### src/rtl/serial_adder.sv
// serial_adder: multi-cycle adder that adds CHUNK bits of two WIDTH-bit operands
// per clock, with a valid/ready handshake on both the operand and result sides.
// Optional feature: define SERIAL_ADDER_OVF_EN to add the two's-complement
// overflow output 'ovf'.
module serial_adder #(
   parameter int unsigned WIDTH = 16,
   parameter int unsigned CHUNK = 4
) (
   input  logic             clk,
   input  logic             rst,
   input  logic             in_valid,
   output logic             in_ready,
   input  logic [WIDTH-1:0] a,
   input  logic [WIDTH-1:0] b,
   input  logic             ci,
   output logic             out_valid,
   input  logic             out_ready,
   output logic [WIDTH-1:0] sum,
   output logic             co,
   output logic             busy
`ifdef SERIAL_ADDER_OVF_EN
   ,
   output logic             ovf
`endif
);

   localparam int unsigned NCHUNK = WIDTH / CHUNK;
   localparam int unsigned CW     = (NCHUNK > 1) ? $clog2(NCHUNK) : 1;
   localparam int unsigned OW     = (WIDTH > 1) ? $clog2(WIDTH) : 1;

   if ((WIDTH % CHUNK) != 0 || CHUNK == 0) begin : g_bad_params
      $error("serial_adder: WIDTH must be a non-zero multiple of CHUNK");
   end

   typedef enum logic [1:0] {
      IDLE,
      ADD,
      DONE
   } state_t;

   state_t           state_q, state_d;
   logic [WIDTH-1:0] a_q, a_d;
   logic [WIDTH-1:0] b_q, b_d;
   logic             carry_q, carry_d;
   logic [CW-1:0]    cnt_q, cnt_d;
   logic [WIDTH-1:0] sum_q, sum_d;
   logic             co_q, co_d;
`ifdef SERIAL_ADDER_OVF_EN
   logic             ovf_q, ovf_d;
   logic             carry_into_msb;
`endif

   logic [OW-1:0]    off;
   logic [CHUNK-1:0] a_chunk;
   logic [CHUNK-1:0] b_chunk;
   logic [CHUNK:0]   chunk_sum;
   logic             last_chunk;

   // State register: async reset discards any in-flight operation
   always_ff @(posedge clk or posedge rst) begin
      if (rst) begin
         state_q <= IDLE;
      end else begin
         state_q <= state_d;
      end
   end

   // Next-state logic: IDLE -> ADD on accept, ADD -> DONE on last chunk,
   // DONE -> IDLE when the result is taken
   always_comb begin
      state_d = state_q;
      unique case (state_q)
         IDLE:    if (in_valid)   state_d = ADD;
         ADD:     if (last_chunk) state_d = DONE;
         DONE:    if (out_ready)  state_d = IDLE;
         default: state_d = IDLE;
      endcase
   end

   // Output decode straight from the state register
   always_comb begin
      in_ready  = (state_q == IDLE);
      out_valid = (state_q == DONE);
      busy      = (state_q == ADD);
      sum       = sum_q;
      co        = co_q;
`ifdef SERIAL_ADDER_OVF_EN
      ovf       = ovf_q;
`endif
   end

   // Chunk slice selection and the CHUNK-bit add for the current count
   always_comb begin
      off        = OW'(cnt_q) * OW'(CHUNK);
      a_chunk    = a_q[off +: CHUNK];
      b_chunk    = b_q[off +: CHUNK];
      chunk_sum  = {1'b0, a_chunk} + {1'b0, b_chunk} + {{CHUNK{1'b0}}, carry_q};
      last_chunk = (cnt_q == CW'(NCHUNK - 1));
`ifdef SERIAL_ADDER_OVF_EN
      // sum bit = a ^ b ^ carry-in, so the carry into the MSB is recovered from it
      carry_into_msb = chunk_sum[CHUNK-1] ^ a_chunk[CHUNK-1] ^ b_chunk[CHUNK-1];
`endif
   end

   // Datapath next values: capture on accept, accumulate chunks in ADD, hold otherwise
   always_comb begin
      a_d     = a_q;
      b_d     = b_q;
      carry_d = carry_q;
      cnt_d   = cnt_q;
      sum_d   = sum_q;
      co_d    = co_q;
`ifdef SERIAL_ADDER_OVF_EN
      ovf_d   = ovf_q;
`endif
      unique case (state_q)
         IDLE: begin
            if (in_valid) begin
               a_d     = a;
               b_d     = b;
               carry_d = ci;
               cnt_d   = '0;
            end
         end
         ADD: begin
            sum_d[off +: CHUNK] = chunk_sum[CHUNK-1:0];
            carry_d             = chunk_sum[CHUNK];
            if (last_chunk) begin
               cnt_d = '0;
               co_d  = chunk_sum[CHUNK];
`ifdef SERIAL_ADDER_OVF_EN
               ovf_d = carry_into_msb ^ chunk_sum[CHUNK];
`endif
            end else begin
               cnt_d = cnt_q + 1'b1;
            end
         end
         default: ;
      endcase
   end

   // Datapath registers
   always_ff @(posedge clk or posedge rst) begin
      if (rst) begin
         a_q     <= '0;
         b_q     <= '0;
         carry_q <= 1'b0;
         cnt_q   <= '0;
         sum_q   <= '0;
         co_q    <= 1'b0;
`ifdef SERIAL_ADDER_OVF_EN
         ovf_q   <= 1'b0;
`endif
      end else begin
         a_q     <= a_d;
         b_q     <= b_d;
         carry_q <= carry_d;
         cnt_q   <= cnt_d;
         sum_q   <= sum_d;
         co_q    <= co_d;
`ifdef SERIAL_ADDER_OVF_EN
         ovf_q   <= ovf_d;
`endif
      end
   end

endmodule

### config.mk
export PLATFORM = sky130hd
export DESIGN_NAME = serial_adder
export DESIGN_NICKNAME = d
export VERILOG_FILES = /design/src/rtl/serial_adder.sv
export SDC_FILE = /design/constraint.sdc
export NUM_CORES = 1
export LEC_CHECK = 0
export ABC_AREA = 1
export CAP_MARGIN = 20
export CORE_MARGIN = 8
export CORE_UTILIZATION = 54
export DETAILED_ROUTE_END_ITERATION = 10
export GPL_TIMING_DRIVEN = 1
export HOLD_SLACK_MARGIN = 0.02
export MAX_ROUTING_LAYER = met4
export PLACE_DENSITY_LB_ADDON = 0.05
export SLEW_MARGIN = 20
export SYNTH_ARGS = -nofsm -noshare
export SYNTH_HDL_FRONTEND = slang
export SYNTH_SLANG_ARGS = --single-unit
### constraint.sdc
create_clock -name clk -period 3.93 [get_ports clk]
set_input_delay 0.786 -clock clk [delete_from_list [all_inputs] [get_ports clk]]
set_output_delay 0.786 -clock clk [all_outputs]
set_load 0.01 [all_outputs]
**After elaboration in Yosys (flattened, before gate mapping)**

Index checks and enable logic that the tools add are counted.

- Register bits after elaboration: 54
- Bits in latches: 0
- RAM bits: 0
- Bits in read-only memories: 0
- Input bits: 37
- Output and inout bits: 20
- Memories: 0

- Add/sub/neg operators: 4
- Multiply operators: 0
- Div/mod/pow operators: 0
- Order comparisons: 0
- Equal/unequal tests: 6
- Shift operators: 4
- Multiplexer cells: 10
- Bitwise operators: 0
- Reductions and logical operators: 6

Operator list:

| kind | number |
|---|---|
| $shiftx A16 B5 Y4 | 2 |
| $bwmux W16 | 1 |
| $shift A4 B6 Y16 const A | 1 |
| $shiftx A4 B6 Y16 | 1 |
| $mux W2 | 5 |
| $neg A4 Y6 | 1 |
| $pmux W2 S3 | 1 |
| $reduce_and A2 Y1 | 3 |
| $add A4 B4 Y5 | 1 |
| $add A5 B1 Y5 | 1 |
| $eq A2 B2 Y1 const B | 2 |
| $ne A2 B1 Y1 const B | 2 |
| $pmux W2 S2 | 1 |
| $reduce_and A3 Y1 | 1 |
| $add A2 B1 Y2 const B | 1 |
| $eq A2 B1 Y1 const B | 1 |
| $logic_not A2 Y1 | 1 |
| $ne A2 B2 Y1 const B | 1 |
| $pmux W1 S2 | 1 |
| $reduce_bool A2 Y1 | 1 |
| $mux W1 | 1 |

**Longest topological paths before layout**

- Depth in word-level cells: 5
- Gate-level depth with buffers: 12

**Least setup slack after synthesis**

OpenSTA, ideal clock, no wires.

- Path kind: reg-to-reg
- Start point: reg cnt_q[0]
- End point: reg sum_q[13] (netlist: sum[13])
- Data arrival time: 2.206 ns
- Required time: 3.854 ns
- Path slack: 1.648 ns
- Cell stages (with the launch flop): 12
- Period minus slack after synthesis: 2.282 ns
- Cell sequence: dfrtp_1 -> buf_4 -> inv_2 -> buf_2 -> o21ai_0 -> o22ai_1 -> fa_1 -> inv_1 -> fa_1 -> nor2_1 -> nand2_1 -> o21ai_1

- Word-level cells in the longest chain between the ends: 5
- Elaborated cells on any way between the ends: 8
- Those cells by class: 3 x add/sub; 4 x shift; 1 x mux

Ends and longest elaborated chain:

| what | line | RTL |
|---|---|---|
| start: declaration | 45 | `logic [CW-1:0] cnt_q, cnt_d;` |
| start signal: assignment | 158 | `cnt_q <= cnt_d;` |
| $shiftx A16 B5 Y4, on equally long branches | 95, 96 |  |
| $add A4 B4 Y5 | 97 | `chunk_sum = {1'b0, a_chunk} + {1'b0, b_chunk} + {{CHUNK{1'b0}}, carry_q};` |
| $add A5 B1 Y5 | 97 |  |
| $shiftx A4 B6 Y16 | 126 | `sum_d[off +: CHUNK] = chunk_sum[CHUNK-1:0];` |
| $bwmux W16 (*) | 126 |  |
| end signal: assignment | 159 | `sum_q <= sum_d;` |
| end: declaration | 46 | `logic [WIDTH-1:0] sum_q, sum_d;` |

Mark *: on every way between the ends. The rest lies on a longest branch, timed or not.
A chain may end at the register's enable or synchronous reset.

**Worst setup path in the final report**

- Start point: reg cnt_q[0]
- End point: reg sum_q[5] (netlist: sum[5])

The elaborated chain is that of the path after synthesis.

==> impl_metrics.yaml <==
routing:
  drc: 0
  dr.first_iter.drc_count: 116
  vias: 2176
  vias_per_inst: 4.99
  drtAntennaViolNets: 0
  tritonroute_pass_1_iters: 4
  finalWirelength_um: 5910
  wire_per_inst_um: 13.6
worst_setup_path:
  worstSetupEndpointType: "register"
  worst-endpoint-arrival_ns: 2.81
  critical_path.startpoint_type: "register"
  worst_ep_required_time_ns: 4.16
  r2r_slack_ns: 1.35
  worst-path-max-fanout: 20
  path_class: "register to register"
worst_hold_path:
  hold_path.class: "register to register"
clock_network:
  cts_hold_buf: 0
  h_tree_depth: 2
  clock_insertion_delay_worst_skew_ns: 0.30
  cts_buffer_count: 5
  cts_setup_buffers: 0
  cts_resized: 0
  cts_root_cell: "sky130_fd_sc_hd__clkbuf_8"
  path_clk_slew_ns: 0.09
  cts_buffer_depth: 2
  clock_sink_count: 54
  clock_tree_from_tritoncts: "yes"
floorplanning:
  fp.coreArea_um2: 4720
  start_util: 0.557
  fp.dieArea_um2: 7360
  die_w_um: 85.8
  die_height_um: 85.8
  placement_rows: 25
  num_io_pins: 57
logic_synthesis:
  synth.yosys.seq_area_share: 0.514
  synthesis.area_per_instance_um2: 8.35
  synth.area.top_cells: "sky130_fd_sc_hd__dfrtp_1, sky130_fd_sc_hd__nand2_1, sky130_fd_sc_hd__ha_1"
  ys_dominant_reg_cell: "sky130_fd_sc_hd__dfrtp_1"
  most_frequent_cells_after_synthesis: "sky130_fd_sc_hd__nand2_1, sky130_fd_sc_hd__dfrtp_1, sky130_fd_sc_hd__inv_1, sky130_fd_sc_hd__nor2_1, sky130_fd_sc_hd__o21ai_0"
  synth_cell_type_count: 24
  synth-warning-count: 0
  synthDominantAreaCellType: "sky130_fd_sc_hd__dfrtp_1"
  synth_cells: 315
  post_synth_instance_area_um2: 2630
  synth-edff-count: 0
  syn-num-nets: 363
  synth_top_area_frac: 0.514
  synth-async-reset-ratio: 1.00
  postSynthRegisterBits: 54
  post-synth-top-count-cell: "sky130_fd_sc_hd__nand2_1"
global_routing:
  antenna_found_initial: 0
  grt_pass1_vias: 2193
  grt_start_max_net_pins: 35
  grtUsageTotal: 0.178
  grt_pass1_wl_um: 10200
  globalRoute.totalOverflow: 0
final_layout:
  final_net_count: 417
  antenna_cell_count: 0
  layoutNonFillerInstCount: 436
  design_area_um2: 3300
  post_route_cells_drive_above_1_share: 0.0596
  synthToLayoutAreaGrowth_pct: 25.5
  final_util: 0.699
  fill_cells: 385
place:
  dpl.cell_count: 429
  place_worst_setup_slack_ns: 1.42
  place_hpwl_um: 4580
  port-buffer-count: 56
  gp_routability_congestion: 0.870
  dpl_cell_area_um2: 3220
power_and_ir_drop:
  power.static_leakage_nw: 1.64
  pnr_total_power_mw: 2.71
  power_density_nw_per_um2: 821
  ir_worst_vdd_v: 0.000348
timing:
  worst_clock_skew_ns: 0.00648
  final_setup_fails: 0
  worstMarginPinSlew_ns: 0.537
  final_worst_path_cycle_share: 0.657
  final.setup.worst_slack_ns: 1.35
  maxSlewViolCount: 0
  timing.setup.tns_ns: 0
  grt_setup_unrepaired: "no"
  min_period_ns: 2.58
  final.hold.worst_slack_ns: 0.490
  finalHoldViolCount: 0
  slew-limit-headroom: 0.642
  fmax_mhz: 387
status:
  status: "finished clean"
job:
  max_cap_viol_count: 0
==> cell usage in the layout (no fill, tap or decap), types with 2 or more instances in the layout <==
cell type	count
sky130_fd_sc_hd__o22ai_1	7
sky130_fd_sc_hd__clkbuf_1	2
sky130_fd_sc_hd__clkdlybuf4s50_1	56
sky130_fd_sc_hd__nor2_2	3
sky130_fd_sc_hd__clkbuf_8	5
sky130_fd_sc_hd__nor2_1	19
sky130_fd_sc_hd__ha_1	9
sky130_fd_sc_hd__inv_2	5
sky130_fd_sc_hd__fa_1	2
sky130_fd_sc_hd__inv_1	18
sky130_fd_sc_hd__nand2_4	4
sky130_fd_sc_hd__nand4_1	4
sky130_fd_sc_hd__a32oi_1	2
sky130_fd_sc_hd__nand3_1	6
sky130_fd_sc_hd__o21ai_1	10
sky130_fd_sc_hd__a21oi_1	3
sky130_fd_sc_hd__dfrtp_1	54
sky130_fd_sc_hd__nand2_1	136
sky130_fd_sc_hd__o21ai_0	18
==> power by group <==
part	switching (mW)	internal (mW)
Sequential	0.176	0.794
Combinational	0.879	0.570
Clock	0.167	0.123
==> area by class of cell <==
type,count,area (um2),area share
sequential,54,1350,0.409
clock buffer,7,76.3,0.0231
timing repair buffer,58,588,0.178
inverter,24,95.1,0.0288
tap,67,83.8,0.0254
multi-input combinational,226,1110,0.335
==> critical path, stage by stage, from the launching register on <==
cell and delay (ns):
sky130_fd_sc_hd__dfrtp_1 0.59, sky130_fd_sc_hd__inv_2 0.23, sky130_fd_sc_hd__o21ai_0 0.23, sky130_fd_sc_hd__o22ai_1 0.13, sky130_fd_sc_hd__fa_1 0.43, sky130_fd_sc_hd__inv_1 0.08
sky130_fd_sc_hd__fa_1 0.43, sky130_fd_sc_hd__nor2_1 0.16, sky130_fd_sc_hd__nand2_1 0.09, sky130_fd_sc_hd__o21ai_1 0.13
==> cell families after synthesis <==
| group | share of synthesized area |
|---|---|
| AO/OA/AOI/OAI | 0.0823 |
| AND/OR/NAND/NOR | 0.273 |
| flip-flops | 0.514 |
| XOR/XNOR | 0.00333 |
| buffers and inverters | 0.0656 |
| multiplexers | 0.00428 |
| adder cells (fa/ha/maj) | 0.0580 |
==> worst paths after layout <==
kind	from	end	cells after the start
setup / recovery	cnt_q[0]	sum[5]	9
hold / removal	sum[15]	sum[15]	2
setup reg to reg	cnt_q[0]	sum[5]	9
hold reg to reg	sum[15]	sum[15]	2
max in group asynchronous	rst	b_q[11]	3
min in group asynchronous	rst	state_q[1]	2
==> routing by layer <==
metal,global-route usage,wire length (um),up-vias
li1,-,-,1097
met1,0.201,2480,1028
met2,0.311,3140,43
met3,0.0296,213,8
met4,0.0621,77,0
met5,-,0,-
==> state kept, by name, summed over array words and instances (netlist names) <==
signal,cells
a_q,16
b_q,16
carry_q,1
cnt_q,2
co,1
state_q,2
sum,16
(Power assumes the default switching activity.)
